[config.mk]
export PLATFORM = sky130hd
export DESIGN_NAME = mem_port_arbiter
export DESIGN_NICKNAME = d
export VERILOG_FILES = /design/src/rtl/mem_port_arbiter.sv
export SDC_FILE = /design/constraint.sdc
export NUM_CORES = 1
export LEC_CHECK = 0
export ABC_AREA = 1
export CORE_UTILIZATION = 41
export CTS_CLUSTER_DIAMETER = 40
export CTS_CLUSTER_SIZE = 12
export DETAILED_ROUTE_END_ITERATION = 7
export PLACE_DENSITY = 0.81
export SYNTH_ARGS = -nofsm -noshare
export SYNTH_HDL_FRONTEND = slang
export SYNTH_SLANG_ARGS = --single-unit
[constraint.sdc]
create_clock -name clk -period 1.6 [get_ports clk]
set_clock_uncertainty 0.05 [all_clocks]
set_input_delay 0.16 -clock clk [delete_from_list [all_inputs] [get_ports clk]]
set_output_delay 0.16 -clock clk [all_outputs]
set_load 0.01 [all_outputs]
[src/rtl/mem_port_arbiter.sv]
// mem_port_arbiter: shares one single-ported memory between the fetch port
// (read-only) and the data port (read/write). Each access is latched in IDLE,
// holds the memory bus for MEM_LATENCY cycles in ACCESS, then returns a
// one-cycle acknowledge in RESP. Data has priority over fetch; a streak counter
// forces a fetch grant after MAX_DATA_STREAK consecutive data grants while
// fetch is waiting.
// Optional macro ARB_PERF_CNT_EN: when defined, perf_if_wait / perf_dm_wait
// count saturating stall cycles; when undefined they are tied to zero.
module mem_port_arbiter #(
    parameter int ADDR_W          = 32,
    parameter int DATA_W          = 32,
    parameter int MEM_LATENCY     = 2,
    parameter int MAX_DATA_STREAK = 4
) (
    input  logic              clk,
    input  logic              reset,
    input  logic              if_req,
    input  logic [ADDR_W-1:0] if_addr,
    output logic              if_ack,
    output logic [DATA_W-1:0] if_rdata,
    input  logic              dm_req,
    input  logic              dm_we,
    input  logic [ADDR_W-1:0] dm_addr,
    input  logic [DATA_W-1:0] dm_wdata,
    output logic              dm_ack,
    output logic [DATA_W-1:0] dm_rdata,
    output logic              stall_f,
    output logic              stall_m,
    output logic              mem_en,
    output logic              mem_we,
    output logic [ADDR_W-1:0] mem_addr,
    output logic [DATA_W-1:0] mem_wdata,
    input  logic [DATA_W-1:0] mem_rdata,
    output logic [31:0]       perf_if_wait,
    output logic [31:0]       perf_dm_wait
);

    localparam int CNT_W    = (MEM_LATENCY > 1) ? $clog2(MEM_LATENCY) : 1;
    localparam int STREAK_W = $clog2(MAX_DATA_STREAK + 1);
    localparam logic [CNT_W-1:0]    CNT_LOAD   = CNT_W'(MEM_LATENCY - 1);
    localparam logic [STREAK_W-1:0] STREAK_MAX = STREAK_W'(MAX_DATA_STREAK);

    typedef enum logic [1:0] {IDLE, ACCESS, RESP} state_t;

    state_t              state_q, state_d;
    logic [CNT_W-1:0]    cnt_q, cnt_d;
    logic [STREAK_W-1:0] streak_q, streak_d;
    logic                owner_dm_q, owner_dm_d;
    logic                we_q, we_d;
    logic [ADDR_W-1:0]   addr_q, addr_d;
    logic [DATA_W-1:0]   wdata_q, wdata_d;
    logic [DATA_W-1:0]   if_rdata_q, if_rdata_d;
    logic [DATA_W-1:0]   dm_rdata_q, dm_rdata_d;
    logic                grant_dm;

    // Next-state: arbitration and latching in IDLE, latency count in ACCESS, ack in RESP
    always_comb begin
        state_d    = state_q;
        cnt_d      = cnt_q;
        streak_d   = streak_q;
        owner_dm_d = owner_dm_q;
        we_d       = we_q;
        addr_d     = addr_q;
        wdata_d    = wdata_q;
        if_rdata_d = if_rdata_q;
        dm_rdata_d = dm_rdata_q;
        grant_dm   = 1'b0;
        case (state_q)
            IDLE: begin
                if (dm_req || if_req) begin
                    // Data wins unless fetch is waiting and the streak budget is used up
                    grant_dm   = dm_req && (!if_req || (streak_q < STREAK_MAX));
                    owner_dm_d = grant_dm;
                    cnt_d      = CNT_LOAD;
                    state_d    = ACCESS;
                    if (grant_dm) begin
                        we_d     = dm_we;
                        addr_d   = dm_addr;
                        wdata_d  = dm_wdata;
                        streak_d = if_req ? (streak_q + 1'b1) : '0;
                    end else begin
                        we_d     = 1'b0;
                        addr_d   = if_addr;
                        wdata_d  = '0;
                        streak_d = '0;
                    end
                end
            end
            ACCESS: begin
                if (cnt_q == '0) begin
                    if (!we_q) begin
                        if (owner_dm_q) dm_rdata_d = mem_rdata;
                        else            if_rdata_d = mem_rdata;
                    end
                    state_d = RESP;
                end else begin
                    cnt_d = cnt_q - 1'b1;
                end
            end
            RESP:    state_d = IDLE;
            default: state_d = IDLE;
        endcase
    end

    // State, request latches and read-data registers; reset abandons any access
    always_ff @(posedge clk) begin
        if (reset) begin
            state_q    <= IDLE;
            cnt_q      <= '0;
            streak_q   <= '0;
            owner_dm_q <= 1'b0;
            we_q       <= 1'b0;
            addr_q     <= '0;
            wdata_q    <= '0;
            if_rdata_q <= '0;
            dm_rdata_q <= '0;
        end else begin
            state_q    <= state_d;
            cnt_q      <= cnt_d;
            streak_q   <= streak_d;
            owner_dm_q <= owner_dm_d;
            we_q       <= we_d;
            addr_q     <= addr_d;
            wdata_q    <= wdata_d;
            if_rdata_q <= if_rdata_d;
            dm_rdata_q <= dm_rdata_d;
        end
    end

    assign mem_en    = (state_q == ACCESS);
    assign mem_we    = mem_en && we_q;
    assign mem_addr  = addr_q;
    assign mem_wdata = wdata_q;
    assign if_ack    = (state_q == RESP) && !owner_dm_q;
    assign dm_ack    = (state_q == RESP) && owner_dm_q;
    assign if_rdata  = if_rdata_q;
    assign dm_rdata  = dm_rdata_q;
    assign stall_f   = if_req && !if_ack;
    assign stall_m   = dm_req && !dm_ack;

`ifdef ARB_PERF_CNT_EN
    logic [31:0] perf_if_q, perf_if_d;
    logic [31:0] perf_dm_q, perf_dm_d;

    function automatic logic [31:0] sat_inc(input logic [31:0] v);
        return (v == 32'hFFFF_FFFF) ? v : (v + 32'd1);
    endfunction

    // Wait-cycle counters advance on every stalled cycle and stick at all-ones
    always_comb begin
        perf_if_d = stall_f ? sat_inc(perf_if_q) : perf_if_q;
        perf_dm_d = stall_m ? sat_inc(perf_dm_q) : perf_dm_q;
    end

    // Perf counter registers
    always_ff @(posedge clk) begin
        if (reset) begin
            perf_if_q <= '0;
            perf_dm_q <= '0;
        end else begin
            perf_if_q <= perf_if_d;
            perf_dm_q <= perf_dm_d;
        end
    end

    assign perf_if_wait = perf_if_q;
    assign perf_dm_wait = perf_dm_q;
`else
    assign perf_if_wait = '0;
    assign perf_dm_wait = '0;
`endif

endmodule

==> key figures, run 1 <==
Run status
  • Status: finished, final reports clean

Synth
  • Seq cells post-synth: 136
  • Netlist cell types: 19
  • Synth area leader: dfxtp_1
  • Post-synth top area share: 0.401
  • Mapped Cells: 1064
  • Post-Syn Area: 6790 sq um
  • Ys async rst share: 0
  • YS warnings: 0
  • Primary FF master, synth: dfxtp_1
  • Sequential area share after synthesis: 0.401
  • Most common cell in the netlist: nand2_1
  • Post-synth top cells: 272 x nand2_1, 267 x nor2_1, 138 x inv_1, 136 x dfxtp_1, 75 x buf_4
  • Post-synth EDFFs: 0
  • Avg Cell Area, Syn: 6.38 sq um
  • Synth area leaders: dfxtp_1 40%, nand2_1 15%, nor2_1 15%, buf_4 8.3%, inv_1 7.6%

Global route
  • First-pass GRT wire length: 29300 microns
  • Number of global-route vias before repair: 6265
  • Initial antenna violation count: 0
  • Largest net degree at the start of global routing: 67
  • Global Route Usage Sum: 0.218
  • Gr ovfl total: 0

Timing
  • Fin crit share: 0.967
  • Minimum clock period: 1550 ps
  • FMAX: 646 MHz
  • Final WS setup: 52.0 ps
  • Final hold vios: 0
  • Worst hold margin: 303 ps
  • Max Slew Vio Count: 0
  • Setup violators final: 0

Setup path
  • Crit Path Class: reg -> out
  • Crit-path max cell delay: 560 ps
  • Cell Chain, Critical Path: clkdlybuf4s50_1
  • Critical path buffer and inverter count: 1
  • Worst EP arrival: 1340 ps
  • Startpoint type of the worst setup path: register
  • WP data required: 1390 ps
  • Critical path capture point type: output port
  • Highest-delay cell along the critical path: clkdlybuf4s50_1
  • Worst-path fanout max: 2
  • Crit path max-delay family: buffers and inverters

Place
  • Port bufs: 266
  • Placed instance count: 1505
  • Dpl hpwl: 13100 microns
  • Setup WS pre-CTS: -70.1 ps
  • Final GP Congestion: 0.804

Power
  • Total chip power: 10.4 mW
  • Pwr dens: 1030 nW/um^2
  • Peak VDD IR: 0.703 mV
  • P_leak: 4.72 nW

Drt
  • Final WL: 18900 microns
  • Via/cell ratio: 4.51
  • Starting DRC count in detailed routing: 420
  • Post-DRT Antenna Nets: 0
  • Per-cell routed wire length: 12.3 microns
  • Via Count: 6926
  • Drt drc: 0
  • First-pass iteration count of the detailed router: 5

Clocking
  • # hold bufs at CTS: 0
  • Clock root buffer: clkbuf_16
  • TritonCTS buffer count: 17
  • CTS tree: yes
  • Reg clk slew, reported paths: 60 ps
  • Setup bufs post-CTS: 0
  • Clk Latency, worst-skew pair: 420 ps
  • Clock Path Buffers: 2
  • # clock sinks: 136
  • CTS H-tree lvls: 4

Layout
  • Final Net Count: 1442
  • Fill cells: 1459
  • Fin cells: 1536
  • Layout cell share with drive strength beyond 1: 0.0553
  • Post-synthesis to final-layout area growth: 48.7%
  • # diodes: 0

Floorplanning
  • Die W: 131 microns
  • Die area: 17100 sq um
  • Number of placement rows: 46
  • Starting density of the core: 0.424
  • IO Pins: 331
  • Core area: 16000 sq um
  • Die Ht: 131 microns

Hold path
  • HP Class: in -> reg

Job
  • Maxcap violations: 0
## power by group
group	leakage, nW	internal (mW)	switching (mW)
combinational	3.31	1.18	1.29
clock	0.294	2.63	1.49
sequential	1.11	3.67	0.154
## through the flow
| stage | setup TNS (ps) | util | instance area (sq um) |
|---|---|---|---|
| detailed placement | -1750 | 0.591 | 9450 |
| CTS | 0 | 0.630 | 10100 |
| floorplan | 0 | - | 7020 |
| finish | 0 | 0.631 | 10100 |
| global route | -18.0 | 0.631 | 10100 |
| global placement | -87.9 | 0.591 | 9450 |
## cell usage in the layout, fill, tap and decap left out, types with 3 or more instances in the layout
cell,n
dfxtp_1,133
buf_4,16
clkdlybuf4s15_1,3
inv_2,3
nor2_4,3
a21oi_1,38
conb_1,64
clkinv_2,4
buf_12,9
nand2_1,270
clkinvlp_4,4
bufinv_16,4
inv_1,138
nand4_1,65
nor3_1,3
nor2_1,265
clkbuf_16,17
nand3_1,3
clkdlybuf4s50_1,258
## timing repair
item	CTS	global route
gates cloned	0	0
hold endpoints to repair	0	0
endpoints found under the setup margin	6	6
gates resized for setup	16	9
## state kept, by name, summed over array words and instances, names as in the netlist
register	cells
if_rdata	32
streak_q	3
mem_wdata	32
mem_addr	32
cnt_q	1
state_q	2
we_q	1
owner_dm_q	1
dm_rdata	32
## cell type report
| class | instances | area, sq um | area share |
|---|---|---|---|
| inverters | 142 | 536 | 0.0531 |
| clock inverters | 13 | 179 | 0.0177 |
| repair buffers | 291 | 2960 | 0.293 |
| well taps | 216 | 270 | 0.0268 |
| flip-flops and latches | 136 | 2730 | 0.270 |
| multi-input cells | 720 | 2980 | 0.295 |
| clock buffers | 18 | 439 | 0.0435 |
## per-layer routing
layer	share of wire	global-route usage	vias to the layer above
li1	-	-	3554
met1	0.39	0.239	3108
met2	0.50	0.385	239
met3	0.079	0.0721	25
met4	0.022	0.0920	0
met5	0	0	-
## kinds of logic (layout without fill, tap and decap cells)
logic type               count (synthesis)  count (layout)  synth area share
adder cells (fa/ha/maj)                  1               1           0.00184
AO/OA/AOI/OAI                           41              41            0.0302
other                                    1              64          0.000553
flip-flops                             136             136             0.401
buffers and inverters                  271             464             0.200
AND/OR/NAND/NOR                        614             614             0.366
## worst paths after layout
| path | from | end | slack [ps] | cells after the start |
|---|---|---|---|---|
| max | mem_addr[1] | mem_addr[1] | 50 | 1 |
| min | dm_wdata[17] | mem_wdata[17] | 300 | 5 |
| max reg2reg | state_q[0] | mem_addr[17] | 240 | 7 |
| min reg2reg | mem_wdata[24] | mem_wdata[24] | 410 | 2 |
## worst register-to-register path, stage by stage (launching register included)
cell	delay, ps
dfxtp_2	350
inv_4	90
nand2_1	90
nor2_4	120
buf_12	240
nand2_1	130
nor2_1	120
nor2_1	60
Power figures use the tool's default switching activity.
==> run 2: changes to the inputs <==
--- a/config.mk
+++ b/config.mk
@@ -11,6 +11,7 @@
 export CTS_CLUSTER_SIZE = 12
 export DETAILED_ROUTE_END_ITERATION = 7
 export PLACE_DENSITY = 0.81
+export SKIP_LAST_GASP = 1
 export SYNTH_ARGS = -nofsm -noshare
 export SYNTH_HDL_FRONTEND = slang
 export SYNTH_SLANG_ARGS = --single-unit
==> key figures, run 2 (same netlist as run 1, synthesis figures left out) <==
Run status
  • Status: finished, final reports clean

Setup path
  • Worst EP arrival: 1340 ps (about the same)
  • Crit-path max cell delay: 560 ps (about the same)
  • Highest-delay cell along the critical path: clkdlybuf4s50_1
  • Worst-path fanout max: 2 (unchanged)
  • Crit Path Class: reg -> out
  • Crit path max-delay family: buffers and inverters
  • Critical path buffer and inverter count: 1 (unchanged)
  • Cell Chain, Critical Path: clkdlybuf4s50_1
  • WP data required: 1390 ps (about the same)
  • Startpoint type of the worst setup path: register
  • Critical path capture point type: output port

Drt
  • Via/cell ratio: 4.49 (-0.32%)
  • Per-cell routed wire length: 12.3 microns (-0.30%)
  • Via Count: 6904 (-0.32%)
  • Drt drc: 0 (unchanged)
  • First-pass iteration count of the detailed router: 4 (-1)
  • Post-DRT Antenna Nets: 0 (unchanged)
  • Starting DRC count in detailed routing: 394 (-6.2%)
  • Final WL: 18900 microns (-0.30%)

Power
  • P_int: 7.48 mW (about the same)
  • Peak VDD IR: 0.689 mV (-1.9%)
  • Pwr dens: 1030 nW/um^2 (about the same)
  • Net Sw Frac: 0.281 (-0.000876)
  • Total chip power: 10.4 mW (about the same)
  • Net Sw Power: 2.92 mW (-0.41%)
  • P_leak: 4.73 nW (+0.16%)
  • Power share of the sequential group: 0.368 (about the same)
  • Logic pwr share: 0.237 (about the same)
  • Clock network fraction of total power: 0.395 (about the same)

Clocking
  • TritonCTS buffer count: 17 (unchanged)
  • Clk Latency, worst-skew pair: 410 ps (about the same)
  • # hold bufs at CTS: 0 (unchanged)
  • Clock Path Buffers: 2 (unchanged)
  • CTS resizes: 13 (-3)
  • Reg clk slew, reported paths: 60 ps (about the same)
  • Clock root buffer: clkbuf_16
  • CTS H-tree lvls: 4 (unchanged)
  • Setup bufs post-CTS: 0 (unchanged)
  • # clock sinks: 136 (unchanged)
  • CTS tree: yes

Timing
  • Fin crit share: 0.966 (-0.00152)
  • Max Slew Vio Count: 0 (unchanged)
  • Minimum clock period: 1550 ps (-2.44 ps)
  • Final WS setup: 54.5 ps (+2.44 ps)
  • FMAX: 647 MHz (+0.16%)
  • Setup violators final: 0 (unchanged)
  • RSZ-0062 raised after global routing: false
  • Final hold vios: 0 (unchanged)
  • Worst hold margin: 308 ps (+4.78 ps)

Layout
  • Commonest non-fill, non-tap cells in the layout: 270 x nand2_1, 265 x nor2_1, 258 x clkdlybuf4s50_1
  • Fill cells: 1459 (unchanged)
  • Final Net Count: 1442 (unchanged)
  • Commonest non-fill, non-tap cell in the layout: nand2_1
  • Fin cells: 1536 (unchanged)
  • Layout cell share with drive strength beyond 1: 0.0545 (-0.000758)
  • # diodes: 0 (unchanged)
  • Post-synthesis to final-layout area growth: 48.6% (about the same)

Global route
  • Gr ovfl total: 0 (unchanged)
  • Largest net degree at the start of global routing: 67 (unchanged)
  • Grt met3 use: 0.0721 (unchanged)
  • GR met1 Demand/Resource: 0.239 (unchanged)
  • GRT Max-Usage Layer: met2
  • Global Route Usage Sum: 0.218 (unchanged)
  • First-pass GRT wire length: 29300 microns (unchanged)
  • Number of global-route vias before repair: 6265 (unchanged)
  • Initial antenna violation count: 0 (unchanged)
  • M2 GR Usage: 0.385 (unchanged)

Floorplanning
  • IO Pins: 331 (unchanged)
  • Core area: 16000 sq um (unchanged)
  • Die Ht: 131 microns (unchanged)
  • Die W: 131 microns (unchanged)
  • Die area: 17100 sq um (unchanged)
  • Starting density of the core: 0.424 (unchanged)
  • Number of placement rows: 46 (unchanged)

Hold path
  • HP Class: in -> reg

Place
  • Placed instance count: 1505 (unchanged)
  • Dpl hpwl: 13100 microns (unchanged)
  • Port bufs: 266 (unchanged)
  • Final GP Congestion: 0.804 (unchanged)
  • Setup WS pre-CTS: -70.1 ps (unchanged)

Job
  • Maxcap violations: 0 (unchanged)
## run 2: routing by layer
metal	wire, microns	vias to the layer above
li1	-	3557
met1	7450	3090
met2	9540	234
met3	1500	23
met4	376	0
met5	0	-
## run 2: per-stage QoR
stage,instance area [sq um],utilization,setup TNS [ps]
global route,10100,0.630,0
detailed placement,9450,0.591,-1750
CTS,10100,0.630,-240
finish,10100,0.630,0
floorplan,7020,-,0
global placement,9450,0.591,-87.9
## run 2: path summary, 6_finish.rpt
check	from	to	slack, ps	cells after the start
worst min-delay path	dm_wdata[17]	mem_wdata[17]	310	5
worst max-delay path	mem_addr[1]	mem_addr[1]	50	1
worst min register to register	mem_wdata[24]	mem_wdata[24]	410	2
worst max register to register	state_q[0]	mem_addr[17]	240	7
## run 2: final cells by class
cell class                 count  area [sq um]  area share
clock buffer                  18           439      0.0435
timing repair buffer         291          2960       0.294
tap                          216           270      0.0268
sequential                   136          2730       0.270
clock inverter                13           179      0.0177
inverter                     142           536      0.0531
multi-input combinational    720          2970       0.295
## run 2: power groups by stage
stage          Sequential, mW  Clock (mW)  Combinational [mW]
2_1_floorplan            4.00           0                1.29
3_3_place_gp             3.88           0                2.43
3_5_place_dp             3.90           0                2.46
4_1_cts                  3.83        4.19                2.48
5_1_grt                  3.86        4.37                2.74
6_report                 3.83        4.11                2.46
## run 2: worst min-delay path: cells and delay by family
kind	cells	cell delay, ps
simple gates	2	80
buf+inv	2	440
compound gates	1	50
==> run 3: changes to the inputs <==
--- a/config.mk
+++ b/config.mk
@@ -6,11 +6,12 @@
 export NUM_CORES = 1
 export LEC_CHECK = 0
 export ABC_AREA = 1
-export CORE_UTILIZATION = 41
+export CORE_UTILIZATION = 42
+export CTS_BUF_LIST = sky130_fd_sc_hd__clkbuf_4
 export CTS_CLUSTER_DIAMETER = 40
 export CTS_CLUSTER_SIZE = 12
 export DETAILED_ROUTE_END_ITERATION = 7
-export PLACE_DENSITY = 0.81
+export PLACE_DENSITY = 0.83
 export SKIP_LAST_GASP = 1
 export SYNTH_ARGS = -nofsm -noshare
 export SYNTH_HDL_FRONTEND = slang
==> key figures, run 3 (same netlist as run 1, synthesis figures left out) <==
Power
  • Logic pwr share: 0.262 (+0.025)
  • Clock network fraction of total power: 0.313 (-0.082)
  • P_leak: 5.16 nW (+9.3%)
  • Net Sw Frac: 0.303 (+0.0221)
  • Net Sw Power: 2.72 mW (-7.0%)
  • Peak VDD IR: 0.481 mV (-30%)
  • Pwr dens: 917 nW/um^2 (-11%)
  • Power share of the sequential group: 0.425 (+0.057)
  • P_int: 6.25 mW (-16%)

Floorplanning
  • Starting density of the core: 0.429 (+0.00463)
  • IO Pins: 331 (unchanged)
  • Die W: 129 microns (-1.2%)
  • Die Ht: 129 microns (-1.2%)
  • Number of placement rows: 46 (unchanged)
  • Core area: 15800 sq um (-1.1%)
  • Die area: 16700 sq um (-2.3%)

Run status
  • Status: finished, final reports clean

Layout
  • Layout cell share with drive strength beyond 1: 0.0661 (+0.0116)
  • Core Util, Final: 0.618 (-0.0126)
  • Commonest non-fill, non-tap cells in the layout: 270 x nand2_1, 265 x nor2_1, 138 x inv_1
  • Fill cells: 1514 (+3.8%)
  • Fin cells: 1548 (+0.78%)
  • Final Net Count: 1452 (+0.69%)
  • Post-synthesis to final-layout area growth: 44.1%
  • Commonest non-fill, non-tap cell in the layout: nand2_1
  • Post-Layout Inst Area: 9780 sq um (-3.1%)

Place
  • Placed instance count: 1510 (+0.33%)
  • Dpl hpwl: 13200 microns (+0.60%)
  • Placed cell area: 9530 sq um (+0.85%)
  • Port bufs: 266 (unchanged)
  • Final GP Congestion: 0.775 (-3.5%)

Clocking
  • Clock Path Buffers: 2 (unchanged)
  • Clk Latency, worst-skew pair: 530 ps (+120 ps)
  • # hold bufs at CTS: 0 (unchanged)
  • Reg clk slew, reported paths: 120 ps (+60 ps)
  • # clock sinks: 136 (unchanged)
  • Clock root buffer: clkbuf_4
  • CTS H-tree lvls: 4 (unchanged)
  • CTS tree: yes
  • TritonCTS buffer count: 17 (unchanged)

Setup path
  • Worst EP arrival: 1340 ps (about the same)
  • Critical path capture point type: output port
  • Critical path buffer and inverter count: 3 (+2)
  • Worst-path fanout max: 4 (+2)
  • WP data required: 1390 ps (about the same)
  • Crit path max-delay family: flip-flops
  • Startpoint type of the worst setup path: register
  • Cell Chain, Critical Path: inv_6 -> nand2_4 -> o21ai_1 -> inv_1 -> buf_2
  • Highest-delay cell along the critical path: dfxtp_4
  • Crit Path Class: reg -> out
  • Crit-path max cell delay: 380 ps (-180 ps)

Timing
  • Fin crit share: 0.969 (+0.00258)
  • Minimum clock period: 1550 ps (+4.13 ps)
  • Max Slew Vio Count: 0 (unchanged)
  • Setup violators final: 0 (unchanged)
  • Final hold vios: 0 (unchanged)
  • Worst hold margin: 184 ps (-124 ps)
  • RSZ-0062 raised after global routing: true
  • FMAX: 645 MHz (-0.27%)

Global route
  • Number of global-route vias before repair: 6100 (-2.6%)
  • Global Route Usage Sum: 0.217 (-0.000604)
  • Gr ovfl total: 0 (unchanged)
  • First-pass GRT wire length: 28700 microns (-2.1%)
  • Largest net degree at the start of global routing: 66 (-1.5%)
  • Initial antenna violation count: 1 (+1)

Drt
  • Final WL: 18400 microns (-2.4%)
  • Per-cell routed wire length: 11.9 microns (-3.2%)
  • First-pass iteration count of the detailed router: 4 (unchanged)
  • Drt drc: 0 (unchanged)
  • Post-DRT Antenna Nets: 0 (unchanged)
  • Via/cell ratio: 4.43 (-1.5%)
  • Starting DRC count in detailed routing: 343 (-13%)
  • Via Count: 6854 (-0.72%)

Job
  • Maxcap violations: 0 (unchanged)

Hold path
  • HP Class: in -> reg
-- run 3: cell types whose count changed in the layout (fill, tap and decap cells not counted), moves of 3 or more --
cell / before / now
buf_12: 9 / 12
buf_2: 1 / 4
buf_4: 16 / 23
clkbuf_16: 17 / 0
clkbuf_4: 0 / 17
clkdlybuf4s50_1: 258 / 132
clkinv_1: 0 / 4
clkinvlp_4: 4 / 1
dfxtp_1: 133 / 130
dlygate4sd2_1: 2 / 128
dlymetal6s2s_1: 3 / 0
-- run 3: worst register-to-register path, cell delays in order, from the launching register on --
cell and delay [ps]:
dfxtp_4 380, buf_4 140, inv_2 70, nand2_1 90, nor2_4 160, buf_12 210
nand2_1 90, nor2_1 130, nor2_1 60
-- run 3: area by class of cell --
type	instances	area [sq um]	area share
multi-input cells	720	2980	0.305
repair buffers	301	2890	0.296
flip-flops and latches	136	2740	0.280
inverters	142	538	0.0550
well taps	216	270	0.0276
clock inverters	15	230	0.0235
clock buffers	17	128	0.0131
diodes	1	2.50	0.000256
-- run 3: metrics by stage --
stage / worst slack [ps] / total power, mW / TNS (ps)
6_report: 50.3 / 8.97 / 0
5_1_grt: -52.6 / 9.49 / -84.2
4_1_cts: -163 / 9.05 / -341
3_5_place_dp: -132 / 6.40 / -4420
3_3_place_gp: -122 / 6.35 / -1360
2_1_floorplan: 356 / 5.29 / 0
-- run 3: path summary, 6_finish.rpt --
kind | from | slack [ps] | endpoint | depth (start not counted)
max reg2reg | state_q[1] | 140 | mem_addr[0] | 8
min reg2reg | mem_wdata[25] | 420 | mem_wdata[25] | 2
max | state_q[0] | 50 | stall_f | 5
min | dm_wdata[13] | 180 | mem_wdata[13] | 5
-- run 3: power groups by stage --
stage	registers, mW	logic [mW]	clock network [mW]
detailed placement	3.90	2.50	0
global route	3.85	2.61	3.03
global placement	3.89	2.47	0
floorplan	4.00	1.29	0
finish	3.81	2.35	2.81
CTS	3.81	2.34	2.90
-- run 3: metal layers --
| metal | wire, microns | vias to the layer above | track usage |
|---|---|---|---|
| met3 | 1500 | 16 | 0.0727 |
| li1 | - | 3571 | - |
| met5 | 0 | - | 0 |
| met4 | 191 | 0 | 0.0616 |
| met1 | 7400 | 3033 | 0.239 |
| met2 | 9300 | 234 | 0.397 |
-- run 3: timing repair --
action                     in CTS  in global routing
setup buffers                   2                  3
setup endpoints to repair     134                  5
resized for setup             158                 10
pin swaps                       0                  4
cloned                          0                  0
